===== src/rtl/noc_output_scheduler.sv =====
`default_nettype none
// ============================================================================
// noc_output_scheduler : round-robin wormhole scheduler with credit flow
// control for one router output port. Optional watchdog: SCHED_WATCHDOG_EN.
// Revision : 1.0
// ============================================================================
module noc_output_scheduler #(
  parameter int NUM_IN      = 6,
  parameter int FLIT_W      = 67,
  parameter int PORT_ID     = 0,
  parameter int CREDITS     = 4,
  parameter int WDOG_CYCLES = 64
) (
  input  logic                     clk,
  input  logic                     rst,
  input  logic [NUM_IN*FLIT_W-1:0] flit_in,
  input  logic [NUM_IN-1:0]        valid_in,
  output logic [NUM_IN-1:0]        ready_out,
  output logic [FLIT_W-1:0]        flit_out,
  output logic                     valid_out,
  input  logic                     credit_in,
  output logic [NUM_IN-1:0]        grant_out,
  output logic                     busy,
  output logic                     cred_err,
  output logic                     timeout
);

  localparam int OW = (NUM_IN > 1) ? $clog2(NUM_IN) : 1;
  localparam int CW = $clog2(CREDITS + 1);
  localparam logic [2:0]    C_HEAD     = 3'b011;
  localparam logic [2:0]    C_TAIL     = 3'b000;
  localparam logic [2:0]    C_PORT     = 3'(PORT_ID);
  localparam logic [CW-1:0] C_CRED_MAX = CW'(CREDITS);
  localparam logic [OW-1:0] C_LAST     = OW'(NUM_IN - 1);

  typedef enum logic [0:0] {
    S_IDLE   = 1'b0,
    S_LOCKED = 1'b1
  } state_t;

  state_t              r_state, w_state_nxt;
  logic [OW-1:0]       r_owner, r_ptr, w_owner_nxt, w_ptr_nxt, w_sel, w_owner_inc;
  logic [CW-1:0]       r_cred;
  logic [FLIT_W-1:0]   r_flit, w_sel_flit;
  logic                r_valid, r_cred_err;
  logic                w_fwd, w_canfwd, w_any;
  logic [NUM_IN-1:0]   r_grant, w_req, w_ready;
  logic [FLIT_W-1:0]   w_flits [NUM_IN];

  for (genvar i = 0; i < NUM_IN; i++) begin : g_unpack
    assign w_flits[i] = flit_in[i*FLIT_W +: FLIT_W];
    assign w_req[i]   = valid_in[i] && (w_flits[i][2:0] == C_HEAD) && (w_flits[i][5:3] == C_PORT);
  end

  // Registered count only: a credit returned this cycle is usable next cycle.
  assign w_canfwd    = (r_cred != '0);
  assign w_owner_inc = (r_owner == C_LAST) ? '0 : r_owner + 1'b1;

  always_comb begin : rr_pick
    logic [OW:0] idx;
    w_sel = r_ptr;
    w_any = 1'b0;
    for (int k = 0; k < NUM_IN; k++) begin
      idx = {1'b0, r_ptr} + (OW+1)'(k);
      if (idx >= (OW+1)'(NUM_IN)) idx = idx - (OW+1)'(NUM_IN);
      if (!w_any && w_req[idx[OW-1:0]]) begin
        w_any = 1'b1;
        w_sel = idx[OW-1:0];
      end
    end
  end

`ifdef SCHED_WATCHDOG_EN
  localparam int WW = $clog2(WDOG_CYCLES + 1);
  localparam logic [WW-1:0] C_WD_LAST = WW'(WDOG_CYCLES - 1);
  logic [WW-1:0] r_wdog;
  logic          r_timeout, w_timeout_nxt;
`endif

  always_comb begin
    w_state_nxt = r_state;
    w_owner_nxt = r_owner;
    w_ptr_nxt   = r_ptr;
    w_ready     = '0;
    w_fwd       = 1'b0;
    w_sel_flit  = w_flits[r_owner];
`ifdef SCHED_WATCHDOG_EN
    w_timeout_nxt = 1'b0;
`endif
    case (r_state)
      S_IDLE: begin
        if (w_any && w_canfwd) begin
          w_ready[w_sel] = 1'b1;
          w_fwd          = 1'b1;
          w_sel_flit     = w_flits[w_sel];
          w_state_nxt    = S_LOCKED;
          w_owner_nxt    = w_sel;
        end
      end
      S_LOCKED: begin
        if (valid_in[r_owner] && w_canfwd) begin
          w_ready[r_owner] = 1'b1;
          w_fwd            = 1'b1;
          if (w_sel_flit[2:0] == C_TAIL) begin
            w_state_nxt = S_IDLE;
            w_ptr_nxt   = w_owner_inc;
          end
        end
`ifdef SCHED_WATCHDOG_EN
        else if (!valid_in[r_owner] && (r_wdog == C_WD_LAST)) begin
          w_state_nxt   = S_IDLE;
          w_ptr_nxt     = w_owner_inc;
          w_timeout_nxt = 1'b1;
        end
`endif
      end
      default: w_state_nxt = S_IDLE;
    endcase
  end

  always_ff @(posedge clk or negedge rst) begin
    if (!rst) begin
      r_state    <= S_IDLE;
      r_owner    <= '0;
      r_ptr      <= '0;
      r_grant    <= '0;
      r_flit     <= '0;
      r_valid    <= 1'b0;
      r_cred     <= C_CRED_MAX;
      r_cred_err <= 1'b0;
    end else begin
      r_state <= w_state_nxt;
      r_owner <= w_owner_nxt;
      r_ptr   <= w_ptr_nxt;
      r_grant <= (w_state_nxt == S_LOCKED) ? (NUM_IN'(1) << w_owner_nxt) : '0;
      r_valid <= w_fwd;
      if (w_fwd) r_flit <= w_sel_flit;
      // Simultaneous forward and credit return cancel out.
      if (w_fwd && !credit_in) begin
        r_cred <= r_cred - CW'(1);
      end else if (!w_fwd && credit_in) begin
        if (r_cred == C_CRED_MAX) r_cred_err <= 1'b1;
        else                      r_cred     <= r_cred + CW'(1);
      end
    end
  end

`ifdef SCHED_WATCHDOG_EN
  // Counts owner-silent cycles; any owner flit or release clears it.
  always_ff @(posedge clk or negedge rst) begin
    if (!rst) begin
      r_wdog    <= '0;
      r_timeout <= 1'b0;
    end else begin
      r_timeout <= w_timeout_nxt;
      if (r_state != S_LOCKED || valid_in[r_owner] || w_state_nxt == S_IDLE) r_wdog <= '0;
      else                                                                   r_wdog <= r_wdog + 1'b1;
    end
  end
  assign timeout = r_timeout;
`else
  assign timeout = 1'b0;
`endif

  assign ready_out = w_ready;
  assign flit_out  = r_flit;
  assign valid_out = r_valid;
  assign grant_out = r_grant;
  assign busy      = (r_state == S_LOCKED);
  assign cred_err  = r_cred_err;

endmodule
`default_nettype wire


===== config.mk =====
export PLATFORM = sky130hd
export DESIGN_NAME = noc_output_scheduler
export DESIGN_NICKNAME = d
export VERILOG_FILES = /design/src/rtl/noc_output_scheduler.sv
export SDC_FILE = /design/constraint.sdc
export NUM_CORES = 1
export LEC_CHECK = 0
export ABC_CLOCK_PERIOD_IN_PS = 7810
export CAP_MARGIN = 20
export CORE_AREA = 5 5 188 190
export CTS_CLUSTER_SIZE = 10
export DETAILED_ROUTE_END_ITERATION = 8
export DIE_AREA = 0 0 193 195
export GPL_TIMING_DRIVEN = 0
export SYNTH_ARGS = -nofsm -noshare
export SYNTH_HDL_FRONTEND = slang
export SYNTH_SLANG_ARGS = --single-unit

===== constraint.sdc =====
create_clock -name clk -period 7.81 [get_ports clk]
set_clock_uncertainty 0.05 [all_clocks]
set_input_delay 0.781 -clock clk [delete_from_list [all_inputs] [get_ports clk]]
set_output_delay 0.781 -clock clk [all_outputs]
set_load 0.02 [all_outputs]

==> flow_summary.json, run 1 <==
{
  "status": "complete, no violations",
  "setup_tns_ns": 0,
  "ctsResizeCount": 0,
  "worstSetupStartpointType": "register",
  "drive_above_1_share_pct": 16.0,
  "busiest_layer": "met2",
  "ys_seq_area_share_pct": 20.9,
  "netlist_instances": 1013,
  "final_cell_mix": "clkdlybuf4s50_1 (491), mux4_2 (123), nand2_1 (84), dfrtp_1 (84), a21oi_1 (83)",
  "ant_nets": 0,
  "worstMarginPinSlew_ns": 1.02,
  "hold_violations": 0,
  "drtPass1Iterations": 5,
  "required_ns": 6.98,
  "wl_mm": 53.4,
  "use_met1_pct": 32.2,
  "synth_mux_area_share_pct": 42.1,
  "grt_pass1_vias": 12073,
  "route.detailed.drc": 0,
  "synth_top_family_by_area": "multiplexers",
  "ys_warn_count": 0,
  "netlist_area_um2": 10200,
  "ys_async_sr_fraction_pct": 100,
  "grt_setup_unrepaired": "no",
  "syn_avg_cell_area_um2": 10.1,
  "final_common_cell": "clkdlybuf4s50_1",
  "cts_buffers": 9,
  "fp.dieH_um": 195,
  "yosysTopAreaCellShare_pct": 27.1,
  "wl_per_cell_um": 27.0,
  "cap_violations": 0,
  "nNetsFinal": 1940,
  "fin_crit_ns": 7.26,
  "hold_class": "input port to asynchronous set/reset pin",
  "cts_sinks": 85,
  "viasPerCell": 5.74,
  "critPathCaptureType": "output pin",
  "dieWidth_um": 193,
  "grt_max_degree": 52,
  "fill_cells": 3155,
  "synth-compound-area-share_pct": 20.5,
  "post-route-period-util_pct": 93.0,
  "synth_top_area_cell": "mux4_2",
  "finalSetupViolations": 0,
  "ys_top_cells_by_area": "mux4_2 (27%), dfrtp_1 (21%), mux2_2 (7.8%)",
  "clkLatencyLatePin_ns": 0.35,
  "antenna_found_initial": 9,
  "drt_iter0_drc": 708,
  "critical_path_class": "register to output pin",
  "synth_cell_type_count": 71,
  "num_rows": 67,
  "synthFlopType": "dfrtp_1",
  "vias": 11346,
  "gr-usage-met2_pct": 47.1,
  "ioPinCount": 494,
  "fmax_mhz": 138,
  "dieArea_um2": 37600,
  "synth_edf_count": 0,
  "start_util_pct": 30.7,
  "cts_hold_buf": 0,
  "grt_first_pass_wirelength_mm": 76.7,
  "ys_ff_latch": 85,
  "cp_max_fo": 10,
  "gp_congestion": 0.899,
  "yosys.area_share.xor_xnor_pct": 0.760,
  "grt_usage_pct": 26.9,
  "dp_hpwl_mm": 42.4,
  "cts.clk_slew.worst_paths_ns": 0.08,
  "slew_violations": 0,
  "synth_fp_nets": 1435,
  "synth-simple-area-share_pct": 9.29,
  "gr-total-overflow": 0,
  "arrival_ns": 6.43,
  "synthAdderAreaFrac_pct": 1.42,
  "h-tree-depth": 3,
  "cts_buffer_depth": 2,
  "cts_setup_buffers": 0,
  "use_met3_pct": 7.04,
  "root_buffer": "clkbuf_16",
  "syn_to_final_growth_pct": 57.2,
  "coreArea_um2": 33300,
  "tritoncts": "yes",
  "port_buffers": 492,
  "slew_headroom_pct": 32.2
}
==> sequential cells by signal, summed over array words and instances, names as in the netlist <==
register,flops
flit_out,67
grant_out,6
r_cred,3
r_owner,3
r_ptr,3
busy,1
cred_err,1
valid_out,1
==> cell usage after synthesis (all sizes together) (2+ instances only) <==
master and n:
o2111ai 2, or3 4, buf 37, o221ai 2, o211ai 2, a22oi 61, o22ai 71, a21oi 84
nor4 9, o21bai 2, nor3 12, nor3b 7, nor2 30, o21ai 72, nand3b 4, o31ai 6
inv 15, a211o 3, or2 3, mux2i 73, mux2 71, or4b 5, xnor2 5, dfrtp 84
clkbuf 68, o21a 2, xor2 3, o32ai 3, and2 5, a31oi 4, o31a 3, mux4 123
nand2b 7, nand2 84, a21boi 4, nor2b 4, and4 3, ha 10, a211oi 5, nand3 2
==> path summary, 6_finish.rpt <==
path | slack (ns) | to | cells past startpoint | from
max | 0.55 | ready_out[0] | 16 | r_ptr[1]$_DFFE_PN0P_
min | 0.35 | flit_out[66]$_DFFE_PN0N_ | 1 | rst
max reg2reg | 0.76 | r_cred[2]$_DFFE_PN1P_ | 22 | r_ptr[1]$_DFFE_PN0P_
min reg2reg | 0.42 | cred_err$_DFFE_PN0P_ | 1 | cred_err$_DFFE_PN0P_
max in group asynchronous | 6.62 | r_cred[2]$_DFFE_PN1P_ | 2 | rst
min in group clk | 0.42 | cred_err$_DFFE_PN0P_ | 1 | cred_err$_DFFE_PN0P_
==> final cells by class <==
cell class              instances  area, µm²  share of cell area [%]
repair buffers                494       4980                    31.0
clock inverters                 4       32.5                   0.203
plain buffers                 105        450                    2.81
multi-input cells             808       7570                    47.2
clock buffers                  12        256                    1.60
flip-flops and latches         85       2130                    13.3
diodes                          6       15.0                  0.0936
inverters                      15       56.3                   0.351
well taps                     448        561                    3.49
==> per-layer routing <==
metal  wire length (µm)  vias up  share of wire, %
li1                   -     5098                 -
met1              20400     5614                38
met2              26800      558                50
met3               4620       72               8.7
met4               1570        4               2.9
met5                 27        -             0.051
==> kinds of logic (layout without fill, tap and decap cells) <==
kind of cell / Yosys count / after routing
other: 1 / 7
XOR/XNOR: 8 / 8
buffers and inverters: 120 / 630
AND/OR/NAND/NOR: 186 / 186
flip-flops: 85 / 85
adder cells (fa/ha/maj): 11 / 11
multiplexers: 267 / 267
AO/OA/AOI/OAI: 335 / 335
==> through the flow <==
| stage | util [%] | std cells | hold WS, ns | instance area, µm² | setup WS, ns |
|---|---|---|---|---|---|
| detailed placement | 47.3 | 1955 | 0.413 | 15700 | 0.793 |
| CTS | 48.2 | 1971 | 0.367 | 16000 | 0.556 |
| finish | 48.2 | 1977 | 0.350 | 16000 | 0.547 |
| global route | 48.2 | 1977 | 0.378 | 16000 | 0.132 |
| global placement | 47.1 | 1953 | 0.401 | 15700 | 0.699 |
| floorplan | - | 1013 | 0.435 | 10200 | 2.80 |
==> worst max-delay path, stage by stage, from the launching register on <==
cell             delay [ns]
dfrtp_1                0.43
clkbuf_1               0.30
inv_1                  0.26
ha_1                   0.34
clkbuf_1               0.27
clkbuf_1               0.40
nand3_1                0.24
nor4bb_1               0.22
o31ai_1                0.59
nor2_1                 0.21
nand2_1                0.20
o21a_1                 0.16
nor2b_1                0.33
clkbuf_1               0.52
clkbuf_1               0.73
a41o_1                 0.26
clkdlybuf4s50_1        0.62
Power of run 1 is not shown: default switching activity piles up to over one toggle a cycle in this logic, so the estimate is an artifact.
==> run 2: changes to the inputs <==
--- a/config.mk
+++ b/config.mk
@@ -7,11 +7,12 @@
 export LEC_CHECK = 0
 export ABC_CLOCK_PERIOD_IN_PS = 7810
 export CAP_MARGIN = 20
-export CORE_AREA = 5 5 188 190
+export CORE_AREA = 2 2 190 192
 export CTS_CLUSTER_SIZE = 10
 export DETAILED_ROUTE_END_ITERATION = 8
-export DIE_AREA = 0 0 193 195
+export DIE_AREA = 0 0 192 194
 export GPL_TIMING_DRIVEN = 0
+export SETUP_SLACK_MARGIN = 0.3
 export SYNTH_ARGS = -nofsm -noshare
 export SYNTH_HDL_FRONTEND = slang
 export SYNTH_SLANG_ARGS = --single-unit
==> flow_summary.json, run 2 (synthesized netlist as in run 1, its figures left out) <==
{
  "grt_pass1_vias": 12124,
  "setup_tns_ns": 0,
  "nNetsFinal": 1940,
  "gr-total-overflow": 0,
  "route.detailed.drc": 0,
  "finalSetupViolations": 0,
  "vias": 11727,
  "largest_reg_flops": 67,
  "wl_per_cell_um": 27.2,
  "final_common_cell": "clkdlybuf4s50_1",
  "status": "complete, no violations",
  "fmax_mhz": 146,
  "grt_first_pass_wirelength_mm": 78.0,
  "syn_to_final_growth_pct": 58.1,
  "critPathCaptureType": "output pin",
  "worstMarginPinSlew_ns": 1.08,
  "required_ns": 6.98,
  "slew_violations": 0,
  "regToRegSetupSlack_ns": 1.26,
  "num_rows": 69,
  "dieWidth_um": 192,
  "post-route-period-util_pct": 87.9,
  "antenna_found_initial": 8,
  "cts_buffers": 9,
  "grt_setup_unrepaired": "no",
  "gp_congestion": 0.914,
  "wl_mm": 54.0,
  "drtPass1Iterations": 5,
  "cts.clk_slew.worst_paths_ns": 0.07,
  "hold_class": "input port to asynchronous set/reset pin",
  "grt_max_degree": 58,
  "ant_nets": 0,
  "ff2ff_path_depth": 22,
  "cts_hold_buf": 0,
  "dp_hpwl_mm": 41.7,
  "cp_max_fo": 10,
  "busiest_layer": "met2",
  "fill_cells": 3373,
  "viasPerCell": 5.89,
  "h-tree-depth": 3,
  "coreArea_um2": 35200,
  "critPathMostFrequentCell": "clkbuf_1",
  "cp_slowest_stage_delay_ns": 0.62,
  "use_met1_pct": 34.9,
  "cts_sinks": 85,
  "cts_buffer_depth": 2,
  "port_buffers": 492,
  "drt_iter0_drc": 861,
  "gr-usage-met2_pct": 46.6,
  "worstSetupStartpointType": "register",
  "fp.dieH_um": 194,
  "final_cell_mix": "clkdlybuf4s50_1 (491), mux4_2 (123), nand2_1 (84), dfrtp_1 (84), a21oi_1 (83)",
  "crit_chain": "clkbuf_1 -> inv_1 -> ha_1 -> clkbuf_1 -> clkbuf_1 -> nand3_1 -> nor4bb_1 -> o31ai_1 -> nor2_1 -> nand2_1 -> o21a_1 -> nor2b_1 -> clkbuf_1 -> clkbuf_2 -> a41o_1 -> clkdlybuf4s50_1",
  "root_buffer": "clkbuf_16",
  "ioPinCount": 494,
  "slew_headroom_pct": 28.3,
  "use_met3_pct": 6.46,
  "critical_path_class": "register to output pin",
  "dieArea_um2": 37200,
  "cts_setup_buffers": 0,
  "grt_usage_pct": 28.1,
  "ctsResizeCount": 0,
  "arrival_ns": 6.04,
  "start_util_pct": 29.0,
  "tritoncts": "yes",
  "hold_violations": 0,
  "clkLatencyLatePin_ns": 0.35,
  "drive_above_1_share_pct": 16.2,
  "cap_violations": 0,
  "crit_slowest_cell": "clkdlybuf4s50_1",
  "fin_crit_ns": 6.87
}
[run 2: cell type report]
| cell class | count | area, µm² | share of cell area, % |
|---|---|---|---|
| Clock inverter | 7 | 138 | 0.853 |
| Tap cell | 461 | 577 | 3.58 |
| Clock buffer | 9 | 225 | 1.40 |
| Antenna cell | 6 | 15.0 | 0.0931 |
| Timing Repair Buffer | 494 | 4960 | 30.8 |
| Sequential cell | 85 | 2130 | 13.2 |
| Buffer | 105 | 459 | 2.85 |
| Inverter | 15 | 56.3 | 0.349 |
| Multi-Input combinational cell | 808 | 7570 | 46.9 |
[run 2: metal layers]
layer	vias up	wire [µm]	part of all wire [%]
met3	96	5130	9.5
met5	-	27	0.050
met4	4	1890	3.5
met2	695	26300	49
met1	5839	20700	38
li1	5093	-	-
[run 2: critical path: cells and delay by family, from the launching register on]
family | cells | cell delay, ns
compound gates | 3 | 0.87
fa+ha+maj | 1 | 0.33
buf+inv | 7 | 2.95
flops | 1 | 0.44
simple gates | 5 | 1.08
[run 2: stage by stage]
stage | hold WS [ns] | utilization [%] | instance area, µm² | std cells | setup WS (ns)
floorplan | 0.435 | - | 10200 | 1013 | 2.80
global placement | 0.402 | 44.6 | 15700 | 1966 | 0.865
finish | 0.317 | 45.8 | 16100 | 1990 | 0.943
detailed placement | 0.415 | 44.7 | 15700 | 1968 | 0.905
CTS | 0.319 | 45.7 | 16100 | 1984 | 0.547
global route | 0.332 | 45.8 | 16100 | 1989 | 0.333
[run 2: path summary, 6_finish.rpt]
| check | endpoint | start |
|---|---|---|
| setup / recovery | ready_out[0] | r_ptr[1]$_DFFE_PN0P_ |
| hold / removal | flit_out[7]$_DFFE_PN0N_ | rst |
| setup reg to reg | r_cred[2]$_DFFE_PN1P_ | r_ptr[1]$_DFFE_PN0P_ |
| hold reg to reg | cred_err$_DFFE_PN0P_ | cred_err$_DFFE_PN0P_ |
| max in group asynchronous | r_cred[2]$_DFFE_PN1P_ | rst |
| min in group clk | cred_err$_DFFE_PN0P_ | cred_err$_DFFE_PN0P_ |
Power of run 2 is left out for the same reason.
